<file path="config.mk">
export PLATFORM = sky130hd
export DESIGN_NAME = hazard_ctrl
export DESIGN_NICKNAME = d
export VERILOG_FILES = /design/src/rtl/hazard_pkg.sv /design/src/rtl/hazard_ctrl_fwd_select.sv /design/src/rtl/hazard_ctrl.sv
export SDC_FILE = /design/constraint.sdc
export NUM_CORES = 1
export LEC_CHECK = 0
export BUFFER_PORTS_ARGS = -buffer_cell sky130_fd_sc_hd__buf_4
export CAP_MARGIN = 20
export CELL_PAD_IN_SITES_DETAIL_PLACEMENT = 1
export CELL_PAD_IN_SITES_GLOBAL_PLACEMENT = 2
export CORE_MARGIN = 3
export CORE_UTILIZATION = 15
export DETAILED_ROUTE_END_ITERATION = 7
export PLACE_DENSITY_LB_ADDON = 0.1
export SYNTH_ARGS = -nofsm -noshare
export SYNTH_HDL_FRONTEND = slang
export SYNTH_HIERARCHICAL = 1
export SYNTH_SLANG_ARGS = --single-unit
export TNS_END_PERCENT = 10
</file>
<file path="constraint.sdc">
create_clock -name clk -period 1.4 [get_ports clk]
set_clock_uncertainty 0.15 [all_clocks]
set_input_delay 0.21 -clock clk [delete_from_list [all_inputs] [get_ports clk]]
set_output_delay 0.21 -clock clk [all_outputs]
set_load 0.02 [all_outputs]
</file>
<file path="src/rtl/hazard_pkg.sv">
// Shared types for the pipeline hazard controller: FSM state encoding,
// EX-operand forwarding selects and the hard-wired zero register index.
package hazard_pkg;

    typedef enum logic [1:0] {
        RUN     = 2'd0,
        LDUSE   = 2'd1,
        MEMWAIT = 2'd2,
        BFLUSH  = 2'd3
    } hz_state_t;

    typedef enum logic [1:0] {
        FWD_REG = 2'b00,
        FWD_WB  = 2'b01,
        FWD_MEM = 2'b10
    } fwd_t;

    localparam int unsigned REG_ZERO = 0;

endpackage

</file>
<file path="src/rtl/hazard_ctrl_fwd_select.sv">
// Forwarding select for one EX source operand: the Memory stage result wins
// over the Writeback result, and register 0 never forwards.
module fwd_select
    import hazard_pkg::*;
#(
    parameter int REG_AW = 4
) (
    input  logic [REG_AW-1:0] src_i,
    input  logic [REG_AW-1:0] wa_m_i,
    input  logic              we_m_i,
    input  logic [REG_AW-1:0] wa_w_i,
    input  logic              we_w_i,
    output fwd_t              fwd_o
);

    localparam logic [REG_AW-1:0] ZERO = REG_AW'(REG_ZERO);

    logic hit_m;
    logic hit_w;

    assign hit_m = we_m_i && (wa_m_i == src_i) && (src_i != ZERO);
    assign hit_w = we_w_i && (wa_w_i == src_i) && (src_i != ZERO);

    always_comb begin
        if (hit_m) begin
            fwd_o = FWD_MEM;
        end else if (hit_w) begin
            fwd_o = FWD_WB;
        end else begin
            fwd_o = FWD_REG;
        end
    end

endmodule

</file>
<file path="src/rtl/hazard_ctrl.sv">
// Pipeline hazard controller: stall/flush strobes for the stage buffers and
// EX forwarding selects. Define HAZARD_FWD_EN to enable operand forwarding.
module hazard_ctrl
    import hazard_pkg::*;
#(
    parameter int REG_AW       = 4,
    parameter int FLUSH_CYCLES = 2
) (
    input  logic              clk,
    input  logic              reset,
    input  logic [REG_AW-1:0] RA1D,
    input  logic [REG_AW-1:0] RA2D,
    input  logic [REG_AW-1:0] RA1E,
    input  logic [REG_AW-1:0] RA2E,
    input  logic [REG_AW-1:0] WA3E,
    input  logic [REG_AW-1:0] WA3M,
    input  logic [REG_AW-1:0] WA3W,
    input  logic              RegWriteE,
    input  logic              RegWriteM,
    input  logic              RegWriteW,
    input  logic              MemtoRegE,
    input  logic              BranchTakenE,
    input  logic              mem_busy,
    output logic              StallF,
    output logic              StallD,
    output logic              StallE,
    output logic              StallM,
    output logic              FlushD,
    output logic              FlushE,
    output fwd_t              ForwardAE,
    output fwd_t              ForwardBE,
    output logic [1:0]        state_o
);

    localparam logic [REG_AW-1:0] ZERO     = REG_AW'(REG_ZERO);
    localparam logic [2:0]        CNT_LOAD = 3'(FLUSH_CYCLES - 1);

    hz_state_t  state_q, state_d;
    logic [2:0] cnt_q, cnt_d;
    logic       stall_fd, stall_em, flush_d, flush_e;
    logic       d_hazard;
    logic       hit_e;
    fwd_t       fwd_a, fwd_b;

    assign hit_e = RegWriteE && (((WA3E == RA1D) && (RA1D != ZERO)) ||
                                 ((WA3E == RA2D) && (RA2D != ZERO)));

`ifdef HAZARD_FWD_EN
    localparam hz_state_t HAZ_NEXT = LDUSE;

    assign d_hazard = MemtoRegE && hit_e;

    fwd_select #(.REG_AW(REG_AW)) u_fwd_a (
        .src_i  (RA1E),
        .wa_m_i (WA3M),
        .we_m_i (RegWriteM),
        .wa_w_i (WA3W),
        .we_w_i (RegWriteW),
        .fwd_o  (fwd_a)
    );

    fwd_select #(.REG_AW(REG_AW)) u_fwd_b (
        .src_i  (RA2E),
        .wa_m_i (WA3M),
        .we_m_i (RegWriteM),
        .wa_w_i (WA3W),
        .we_w_i (RegWriteW),
        .fwd_o  (fwd_b)
    );
`else
    // Without forwarding any pending E/M write stalls; W writes first half-cycle.
    localparam hz_state_t HAZ_NEXT = RUN;

    logic hit_m;
    logic unused_fwd_inputs;

    assign hit_m = RegWriteM && (((WA3M == RA1D) && (RA1D != ZERO)) ||
                                 ((WA3M == RA2D) && (RA2D != ZERO)));
    assign d_hazard = hit_e || hit_m;
    assign fwd_a    = FWD_REG;
    assign fwd_b    = FWD_REG;
    assign unused_fwd_inputs = ^{RA1E, RA2E, WA3W, RegWriteW, MemtoRegE};
`endif

    always_comb begin
        state_d  = state_q;
        cnt_d    = cnt_q;
        stall_fd = 1'b0;
        stall_em = 1'b0;
        flush_d  = 1'b0;
        flush_e  = 1'b0;
        if (state_q == BFLUSH) begin
            // Branches and load-use inside the window belong to flushed instructions.
            if (mem_busy) begin
                stall_fd = 1'b1;
                stall_em = 1'b1;
            end else begin
                flush_d = (cnt_q != 3'd0);
                flush_e = (cnt_q != 3'd0);
                cnt_d   = (cnt_q != 3'd0) ? cnt_q - 3'd1 : 3'd0;
                if (cnt_q <= 3'd1) begin
                    state_d = RUN;
                end
            end
        end else if (BranchTakenE) begin
            flush_d = 1'b1;
            flush_e = 1'b1;
            cnt_d   = CNT_LOAD;
            state_d = (CNT_LOAD != 3'd0) ? BFLUSH : RUN;
        end else if (mem_busy) begin
            stall_fd = 1'b1;
            stall_em = 1'b1;
            state_d  = MEMWAIT;
        end else if (state_q == LDUSE) begin
            state_d = RUN;
        end else if (d_hazard) begin
            stall_fd = 1'b1;
            flush_e  = 1'b1;
            state_d  = HAZ_NEXT;
        end else begin
            state_d = RUN;
        end
    end

    always_ff @(posedge clk or negedge reset) begin
        if (!reset) begin
            state_q <= RUN;
            cnt_q   <= 3'd0;
        end else begin
            state_q <= state_d;
            cnt_q   <= cnt_d;
        end
    end

    // Flushes stay high for the whole reset so every stage buffer clears.
    assign StallF    = reset & stall_fd;
    assign StallD    = reset & stall_fd;
    assign StallE    = reset & stall_em;
    assign StallM    = reset & stall_em;
    assign FlushD    = ~reset | flush_d;
    assign FlushE    = ~reset | flush_e;
    assign ForwardAE = reset ? fwd_a : FWD_REG;
    assign ForwardBE = reset ? fwd_b : FWD_REG;
    assign state_o   = state_q;

endmodule

</file>
# Word-level counts from Yosys, hierarchy flattened
# Cells that the tools add are included.
# word_totals
out_inout_bits	12
elab_cells	55
in_bits	36
ff_bits	5
# classes
magnitude_cmp	1
add_sub_neg	1
reduce_logical	15
n_eq_ne	8
n_bitwise	5
mux	23
# op_table
operator	count
4-bit == test	4
1-bit two-way mux	14
3-bit two-way mux	4
2-bit two-way mux	5
4-bit nonzero test	2
1-bit logical AND	6
2-bit AND reduction	2
3-bit by 1-bit less-or-equal comparator with 1-bit output, second input constant	1
1-bit logical OR	3
3-bit nonzero test	1
3-bit by 1-bit subtractor with 3-bit output, second input constant	1
1-bit AND	2
2-bit by 1-bit == test with 1-bit output, second input constant	1
2-bit == test, second input constant	1
2-bit by 1-bit inequality test with 1-bit output, second input constant	1
2-bit inequality test, second input constant	1
1-bit OR	2
2-bit nonzero test	1
1-bit NOT	1

# Logic depth before layout (Yosys ltp)
# Gate-level depths: netlist (run 1).
# depth
depth_word	11
ltp_mapped	6
ltp_nobuf	5

# Least setup slack after synthesis (run 1)
# Ideal clock, no wire load.
# synth_timing
kind	reg2out
startpoint	register state_q[0], in the netlist state_o[0]
endpoint	output port StallF
n_path_buf	1
arrival_ns	1.739
stages_incl_launch_ff	6
slack_ns	-0.699
t_required_ns	1.040
cell_sequence	dfrtp_1 > nand2_1 > nand2_1 > nand2_1 > o31ai_1 > buf_4
# synth_via
elab_chain_cells	6
word_cells_on_any_way	7
classes_between	2 x eq/ne; 4 x mux; 1 x bitwise
# synth_rtl
item	line	source
from (decl)	hazard_ctrl.sv:38	hz_state_t state_q, state_d;
from (signal assigned)	hazard_ctrl.sv:130	state_q <= state_d;
2-bit by 1-bit == test with 1-bit output	hazard_ctrl.sv:114	end else if (state_q == LDUSE) begin
1-bit two-way mux	hazard_ctrl.sv:114	
1-bit two-way mux	hazard_ctrl.sv:110	end else if (mem_busy) begin
1-bit two-way mux	hazard_ctrl.sv:105	end else if (BranchTakenE) begin
1-bit two-way mux (*)	hazard_ctrl.sv:92	if (state_q == BFLUSH) begin
1-bit AND (*)	n/a	
to (decl)	hazard_ctrl.sv:24	output logic StallF,
# Every way passes the cells marked *; elsewhere a longest branch is shown, timed or not.

# Final worst setup path (run 1)
# layout_timing
startpoint	input port RA1D[0]
endpoint	output port StallD
# layout_via
elab_chain_cells	11
word_cells_on_any_way	16
classes_between	2 x eq/ne; 5 x mux; 1 x bitwise; 8 x reduce/logical
# layout_rtl
item	line	source
from (decl)	hazard_ctrl.sv:11	input logic [REG_AW-1:0] RA1D,
4-bit == test (tied with other cells)	hazard_ctrl.sv:45	assign hit_e = RegWriteE && (((WA3E == RA1D) && (RA1D != ZERO)) ||
1-bit logical AND (on tied branches)	hazard_ctrl.sv:45, hazard_ctrl.sv:77	
1-bit logical OR (on tied branches)	hazard_ctrl.sv:45, hazard_ctrl.sv:77	
1-bit logical AND (on tied branches)	hazard_ctrl.sv:45, hazard_ctrl.sv:77	
1-bit logical OR (*)	hazard_ctrl.sv:79	assign d_hazard = hit_e || hit_m;
1-bit two-way mux (*)	hazard_ctrl.sv:116	end else if (d_hazard) begin
1-bit two-way mux (*)	hazard_ctrl.sv:114	
1-bit two-way mux (*)	hazard_ctrl.sv:110	
1-bit two-way mux (*)	hazard_ctrl.sv:105	
1-bit two-way mux (*)	hazard_ctrl.sv:92	
1-bit AND (*)	hazard_ctrl.sv:137	assign StallD = reset & stall_fd;
to (decl)	hazard_ctrl.sv:25	output logic StallD,
# Marks and branches as above.

==> results of run 1 <==
==> kinds of logic after synthesis <==
family | share of synthesized area [%]
flip-flops | 22.8
AND/OR/NAND/NOR | 28.3
XOR/XNOR | 19.2
other | 0.684
AO/OA/AOI/OAI | 13.5
buffers and inverters | 11.0
adder cells (fa/ha/maj) | 4.57
==> worst max-delay path: stages <==
cell     delay (ns)
buf_4          0.11
buf_4          0.10
nor3_1         0.03
or3_1          0.31
a21oi_2        0.19
nor4_4         0.07
o31ai_4        0.19
buf_4          0.18
==> what timing repair did <==
action                     4_1_cts  5_1_grt
resized for setup               11        5
hold endpoints to repair         5        0
hold buffers                     1        0
pin swaps                        4        3
setup endpoints to repair        6        8
buffers inserted                 2        0
==> layout make-up <==
type                            count  area [sq um]
Clock buffer                        4          26.3
Fill cell                         433          2390
Inverter                            4          15.0
Multi-Input combinational cell     64           469
Sequential cell                     5           128
Tap cell                           46          57.6
Timing Repair Buffer               42           325
==> worst max-delay path by stage <==
stage	endpoint	cells after the start
4_1_cts	FlushE	6
3_5_place_dp	StallD	7
5_1_grt	FlushE	6
6_report	StallD	8
3_3_place_gp	FlushE	8
2_1_floorplan	StallF	5
==> power by group through the flow <==
stage	Combinational, mW	Sequential, mW	Clock (mW)
6_report	0.771	0.229	0.170
5_1_grt	0.854	0.235	0.193
4_1_cts	0.750	0.217	0.176
3_5_place_dp	0.678	0.221	0
3_3_place_gp	0.683	0.221	0
2_1_floorplan	0.297	0.284	0
==> cell usage in the layout, fill, tap and decap left out, types with 4 or more instances in the layout <==
cell type,netlist,layout
or3_1,4,4
nor3_1,5,4
nand2_1,11,8
nor2_1,6,4
buf_4,6,39
conb_1,1,4
xnor2_1,12,12
nand4_1,4,4
a21oi_2,0,5
==> sequential cells by signal (all words and copies together), names as in the netlist <==
signal	flops
state_o	2
cnt_q	3
==> stage by stage <==
step           setup TNS [ns]  std cells
2_1_floorplan          -0.580         79
3_3_place_gp            -1.32        158
3_5_place_dp            -1.35        158
4_1_cts                 -1.60        165
5_1_grt                 -1.85        165
6_report                -1.39        165
==> metal layers <==
metal  track usage, %  vias up
li1                 -      338
met1             13.2      303
met2             14.7       19
met3             2.21        4
met4             4.57        0
met5                0        -
==> results.tsv, run 1 <==
metric	value	unit
fmax	571	MHz
slew_violations	0	
synth-edff-count	0	
synth_top_cell_by_area	dfrtp_1	
dieWidth	66.4	um
final_antenna_net_count	0	
rows	21	
ys_types	18	
synth_top_area_share	22.8	%
die_h	66.4	um
globalRouteOverflowTotal	0	
synthTopCellsByArea	dfrtp_1, xnor2_1, buf_4, nand2_1, a21oi_1	
final_core_util	29.9	%
rr_worst_depth	7	
htree_levels	1	
place_congestion	0.736	
leakage	0.441	nW
yosysMostFrequentCell	xnor2_1	
start_kind	input port	
synth_area	548	sq um
ys_seq_area_share	22.8	%
cp-end-kind	primary output	
drive_gt1_share	52.9	%
grt_pass1_wl	3220	um
async_reset_ff_share	100	%
start_util	16.0	%
hold_end	cnt_q[0]$_DFFE_PN0P_	
wl	1950	um
cap_violations	0	
avgRoutedWirePerCell	11.8	um
pre_cts_slack	-0.403	ns
die_area	4410	sq um
syn_inst	76	
p_int	668	uW
r2r_slack	0.08	ns
first_iter_violations	12	
syn2layout_area_growth	86.3	%
firstDrtPassIters	4	
antennaDiodeCount	0	
whs_path_depth	3	
grt_start_max_net_pins	7	
finalHoldViolations	0	
final.min_clock_period	1.75	ns
nets	158	
critPathRequiredTime	1.04	ns
hold_class	input port to register	
arrival	1.39	ns
wl_met3	85	um
clkLatencyLatePin	0.24	ns
power_frac_comb	65.9	%
syn_area_per_cell	7.21	sq um
io_pins	48	
vias_per_cell	4.02	
crit_path_start	RA1D[0]	
crit_fanout	4	
postLayoutCellArea	1020	sq um
wl_met1	888	um
vias	664	
worst_slack	-0.350	ns
p_sw	502	uW
ys_ff_latch	5	
grt.total_usage	9.83	%
cts_buffer_depth	2	
placed_area	907	sq um
power	1.17	mW
port_buffers	29	
ys.flop_type	dfrtp_1	
peakVddDrop	326	uV
clock-sinks	5	
r2r_end	cnt_q[2]$_DFFE_PN0P_	
rsz0062_at_grt	true	
cts-root-buf	clkbuf_4	
r2r-start	cnt_q[0]$_DFFE_PN0P_	
core_area	3420	sq um
synth_warnings	6	
wl_met2	948	um
grt_pass1_vias	672	
run_status	finished with violations	
place_hpwl	1630	um
cts_made_buffers	3	
path_class	input port to primary output	
clkPwrFrac	14.5	%
synth.top_cells.by_count	xnor2_1, nand2_1, a21oi_1, buf_4, nor2_1	
power_density	1150	nW/um^2
drcViolationCount	0	
antenna_found_initial	0	
post-route-period-util	125	%
seqPwrFrac	19.6	%
p_sw_share	42.9	%
violations	negative setup slack	
setup_viol	6	
hold_ws	0.0839	ns
worst_hold_startpoint	BranchTakenE	
tritoncts	done	
clk_pin_slew	0.04	ns
top_layer_used	met4	
(Power assumes the default switching activity.)
==> run 2, diff against run 1 <==
- CORE_UTILIZATION: 15 -> 18
- clock period: 1.4 -> 2.13 ns (I/O delays scaled with it)
==> run 2 against run 1 <==
  * The flow now finishes without violations
  * Critical path depth down 3
  * Clock-buffer cell count unchanged
  * Combinational power down 57%
  * Register-to-register slack better by 0.68 ns
  * Die area down 15%
  * First-iteration DRC count down 33%
  * Flip-flop and latch count unchanged
  * Wire length down 7.2%
  * Critical path type unchanged
  * Critical endpoint unchanged
  * Highest routed layer is now met3
==> results.tsv, run 2 (synthesis gave the netlist of run 1 again) <==
metric	value	unit	change
run_status	complete, no violations		
htree_levels	1		unchanged
vias_per_cell	4.33		+7.5%
slew_violations	0		unchanged
hold_class	input port to register		
setup_viol	0		-6
avgRoutedWirePerCell	13.1	um	+11%
critPathRequiredTime	1.66	ns	+0.62 ns
final.min_clock_period	2.01	ns	
drive_gt1_share	33.6	%	-19 points
worst_slack	0.122	ns	+0.472 ns
fin_tns_setup	0	ns	+1.39 ns
start_util	19.4	%	+3.3 points
power_density	737	nW/um^2	-36%
placed_area	776	sq um	-14%
rows	19		-9.5%
grt.total_usage	10.1	%	+0.27 points
pre_cts_slack	0.0957	ns	+0.499 ns
vias	597		-10%
postLayoutCellArea	825	sq um	-19%
globalRouteOverflowTotal	0		unchanged
placedCellCount	133		-16%
post-route-period-util	94.3	%	
leakage	0.368	nW	-17%
largest_reg_flops	3		unchanged
peakVddDrop	443	uV	+36%
cts_setup_buffers	0		-2
crit_fanout	7		+3
cts_buffer_depth	2		unchanged
final_cell_mix	buf_4, xnor2_1, nand2_1		
io_pins	48		unchanged
n_fill_cell	353		-18%
start_kind	input port		
first_iter_violations	8		-4
clk_pin_slew	0.06	ns	+0.02 ns
die_h	61.2	um	-7.9%
final_core_util	29.1	%	-0.74 points
final_common_cell	buf_4		
dieWidth	61.2	um	-7.9%
nets	146		-7.6%
fmax	498	MHz	
syn2layout_area_growth	50.5	%	
path_class	input port to primary output		
cp-end-kind	primary output		
final_antenna_net_count	0		unchanged
place_hpwl	1510	um	-7.9%
tritoncts	done		
firstDrtPassIters	2		-2
clock-sinks	5		unchanged
grt_start_max_net_pins	8		+1
largest_register	cnt_q		
cap_violations	0		unchanged
antennaDiodeCount	0		unchanged
fin_cells	138		-16%
clkLatencyLatePin	0.25	ns	about the same
arrival	1.54	ns	+0.15 ns
power	607	uW	-48%
grt_pass1_wl	2840	um	-12%
finalHoldViolations	0		unchanged
cts_made_buffers	3		unchanged
place_congestion	0.708		-3.8%
grt_pass1_vias	639		-4.9%
drcViolationCount	0		unchanged
hold_ws	0.173	ns	+0.0895 ns
antenna_found_initial	0		unchanged
die_area	3740	sq um	-15%
core_area	2830	sq um	-17%
cts-root-buf	clkbuf_4		
port_buffers	29		unchanged
wl	1810	um	-7.2%
run 2: cell count changes in the layout (fill, tap and decap cells not counted), sizes merged:
cell,change
buf,-12
run 2: final cells by class:
cell class,count,area (sq um),share of cell area (%)
Timing Repair Buffer,30,228,27.6
Inverter,4,15.0,1.82
Multi-Input combinational cell,64,390,47.3
Clock buffer,4,26.3,3.19
Sequential cell,5,126,15.3
Tap cell,31,38.8,4.70
run 2: worst paths after layout:
path                                              from                     end  slack [ns]  cells after the start
worst max register to register  state_o[0]$_DFFE_PN0P_  state_o[1]$_DFFE_PN0P_        0.76                      4
worst min-delay path                      BranchTakenE    cnt_q[0]$_DFFE_PN0P_        0.17                      3
worst max-delay path                             reset                  StallD        0.12                      5
min in group asynchronous                        reset    cnt_q[0]$_DFFE_PN0P_        0.29                      2
max in group asynchronous                        reset    cnt_q[2]$_DFFE_PN0P_        1.40                      2
worst min register to register    cnt_q[1]$_DFFE_PN0P_    cnt_q[1]$_DFFE_PN0P_        0.39                      2
run 2: repair_timing:
| item | 4_1_cts | 5_1_grt |
|---|---|---|
| endpoints found under the setup margin | 0 | 3 |
| endpoints found under the hold margin | 5 | 0 |
| hold buffers | 1 | 0 |
| gates resized for setup | 0 | 3 |
run 2: worst max-delay path, cell delays in order:
cell	delay, ns
dlygate4sd3_1	0.54
buf_4	0.17
nand2_1	0.09
o31ai_2	0.24
buf_4	0.18
run 2: routing by layer:
| metal | GRT usage (%) | vias up | wire (um) |
|---|---|---|---|
| li1 | - | 315 | - |
| met1 | 13.1 | 268 | 838 |
| met2 | 17.5 | 14 | 896 |
| met3 | 3.14 | 0 | 70 |
| met4 | 0 | 0 | 0 |
| met5 | 0 | - | 0 |
run 2: where the power goes:
part / switching, mW / internal [mW]
clock: 0.0430 / 0.0711
combinational: 0.191 / 0.142
sequential: 0.0364 / 0.123
==> run 3, diff against run 2 <==
- CORE_UTILIZATION: 18 -> 15
- clock period: 2.13 -> 1.8 ns (I/O delays scaled with it)
==> run 3 against run 2 <==
  * Wire length grew 8.0%
  * Die area up 18%
  * Largest cell class unchanged
  * Register-to-register slack lost 0.26 ns
  * The run now ends with negative setup slack left
==> results.tsv, run 3 (synthesis gave the netlist of run 1 again) <==
metric	value	unit	change
leakage	0.433	nW	+18%
grt_pass1_wl	3010	um	+5.8%
worst_slack	-0.0240	ns	-0.146 ns
vias_per_cell	4.13		-4.6%
start_util	16.0	%	-3.3 points
globalRouteOverflowTotal	0		unchanged
nets	151		+3.4%
die_h	66.4	um	+8.6%
dieWidth	66.4	um	+8.6%
crit_top_cell	buf_6		
largest_register	cnt_q		
place_hpwl	1610	um	+7.1%
cap_violations	0		unchanged
first_iter_violations	18		+10
final_common_cell	buf_4		
placed_area	835	sq um	+7.6%
violations	negative setup slack		
slowest_stage	or3_1		
fmax	548	MHz	
grt_start_max_net_pins	8		unchanged
grt.total_usage	8.92	%	-1.2 points
largest_reg_flops	3		unchanged
slew_violations	0		unchanged
start_kind	input port		
wl	1950	um	+8.0%
crit_fanout	2		-5
path_class	input port to primary output		
final_antenna_net_count	0		unchanged
pre_cts_slack	-0.153	ns	-0.249 ns
grt_pass1_vias	664		+3.9%
p_sw	386	uW	+42%
port_buffers	29		unchanged
antennaDiodeCount	0		unchanged
r2r-start	state_o[1]$_DFFE_PN0P_		
rows	21		+2
die_area	4410	sq um	+18%
antenna_found_initial	0		unchanged
hold_ws	0.120	ns	-0.0536 ns
core_area	3420	sq um	+21%
p_sw_share	44.4	%	-0.17 points
cts_made_buffers	3		unchanged
crit_path_start	WA3M[1]		
vias	652		+9.2%
cts_buffer_depth	2		unchanged
hold_class	input port to register		
io_pins	48		unchanged
critPathRequiredTime	1.38	ns	-0.28 ns
worst_hold_startpoint	BranchTakenE		
fin_tns_setup	-0.0521	ns	-0.0521 ns
finalHoldViolations	0		unchanged
final_core_util	30.8	%	+1.6 points
peakVddDrop	328	uV	-26%
place_congestion	0.736		+4.0%
worstPathCellList	buf_6 -> or3_1 -> a21oi_2 -> nor4_4 -> o31ai_4 -> buf_6		
avgRoutedWirePerCell	12.3	um	-5.7%
arrival	1.40	ns	-0.14 ns
power	868	uW	+43%
firstDrtPassIters	4		+2
postLayoutCellArea	1050	sq um	+27%
p_int	483	uW	+43%
clkPwrFrac	15.5	%	-3.3 points
post-route-period-util	101	%	
final.min_clock_period	1.82	ns	
run_status	finished with violations		
drive_gt1_share	50.9	%	+17 points
final_cell_mix	buf_4, xnor2_1, nand2_1		
clkLatencyLatePin	0.25	ns	about the same
cts-root-buf	clkbuf_4		
clk_pin_slew	0.05	ns	about the same
setup_viol	3		+3
fin_cells	158		+14%
rsz0062_at_grt	true		
power_density	826	nW/um^2	+12%
htree_levels	1		unchanged
placedCellCount	152		+14%
seqPwrFrac	21.4	%	-4.9 points
worst_path_largest_cell_delay	0.38	ns	-0.16 ns
syn2layout_area_growth	91.8	%	
power_frac_comb	63.1	%	+8.2 points
cp-end-kind	primary output		
tritoncts	done		
drcViolationCount	0		unchanged
clock-sinks	5		unchanged
run 3: cell count changes in the layout (fill, tap and decap cells not counted), moves of 3 or more:
cell | previous run | this run
a21oi_1 | 6 | 2
buf_4 | 29 | 24
buf_6 | 0 | 6
buf_8 | 0 | 4
nand2_1 | 11 | 8
run 3: final timing paths:
| kind | end | slack [ns] | cells after the start |
|---|---|---|---|
| setup / recovery | StallF | -0.02 | 6 |
| hold / removal | cnt_q[0]$_DFFE_PN0P_ | 0.12 | 3 |
| setup reg to reg | state_o[1]$_DFFE_PN0P_ | 0.50 | 4 |
| hold reg to reg | cnt_q[0]$_DFFE_PN0P_ | 0.44 | 2 |
| max in group asynchronous | state_o[0]$_DFFE_PN0P_ | 0.98 | 2 |
| min in group asynchronous | cnt_q[0]$_DFFE_PN0P_ | 0.29 | 2 |
run 3: power groups by stage:
stage	combinational [mW]	sequential (mW)	clock, mW
floorplan	0.214	0.213	0
global placement	0.444	0.172	0
detailed placement	0.444	0.172	0
CTS	0.483	0.177	0.139
global route	0.604	0.192	0.151
finish	0.548	0.186	0.134
run 3: what timing repair did:
action,in CTS,in global routing
hold buffers,1,0
setup buffers,1,1
endpoints found under the setup margin,4,4
endpoints found under the hold margin,5,0
gates resized for setup,21,18
pin swaps,9,7
run 3: critical path, delay by kind of cell:
family / cells / cell delay, ns
buf+inv: 2 / 0.25
simple gates: 2 / 0.46
compound gates: 2 / 0.43
run 3: metal layers:
metal | GRT usage, % | part of all wire [%] | up-vias
met5 | 0 | 0 | -
met4 | 3.05 | 1.3 | 0
met3 | 2.38 | 5.3 | 5
met2 | 15.4 | 52 | 18
met1 | 10.5 | 41 | 301
li1 | - | - | 328
run 3: layout make-up:
| type | instances | area [sq um] |
|---|---|---|
| clock buffer | 4 | 26.3 |
| fill | 412 | 2360 |
| inverter | 4 | 15.0 |
| multi-input combinational | 64 | 507 |
| sequential | 5 | 128 |
| tap | 46 | 57.6 |
| timing repair buffer | 35 | 318 |
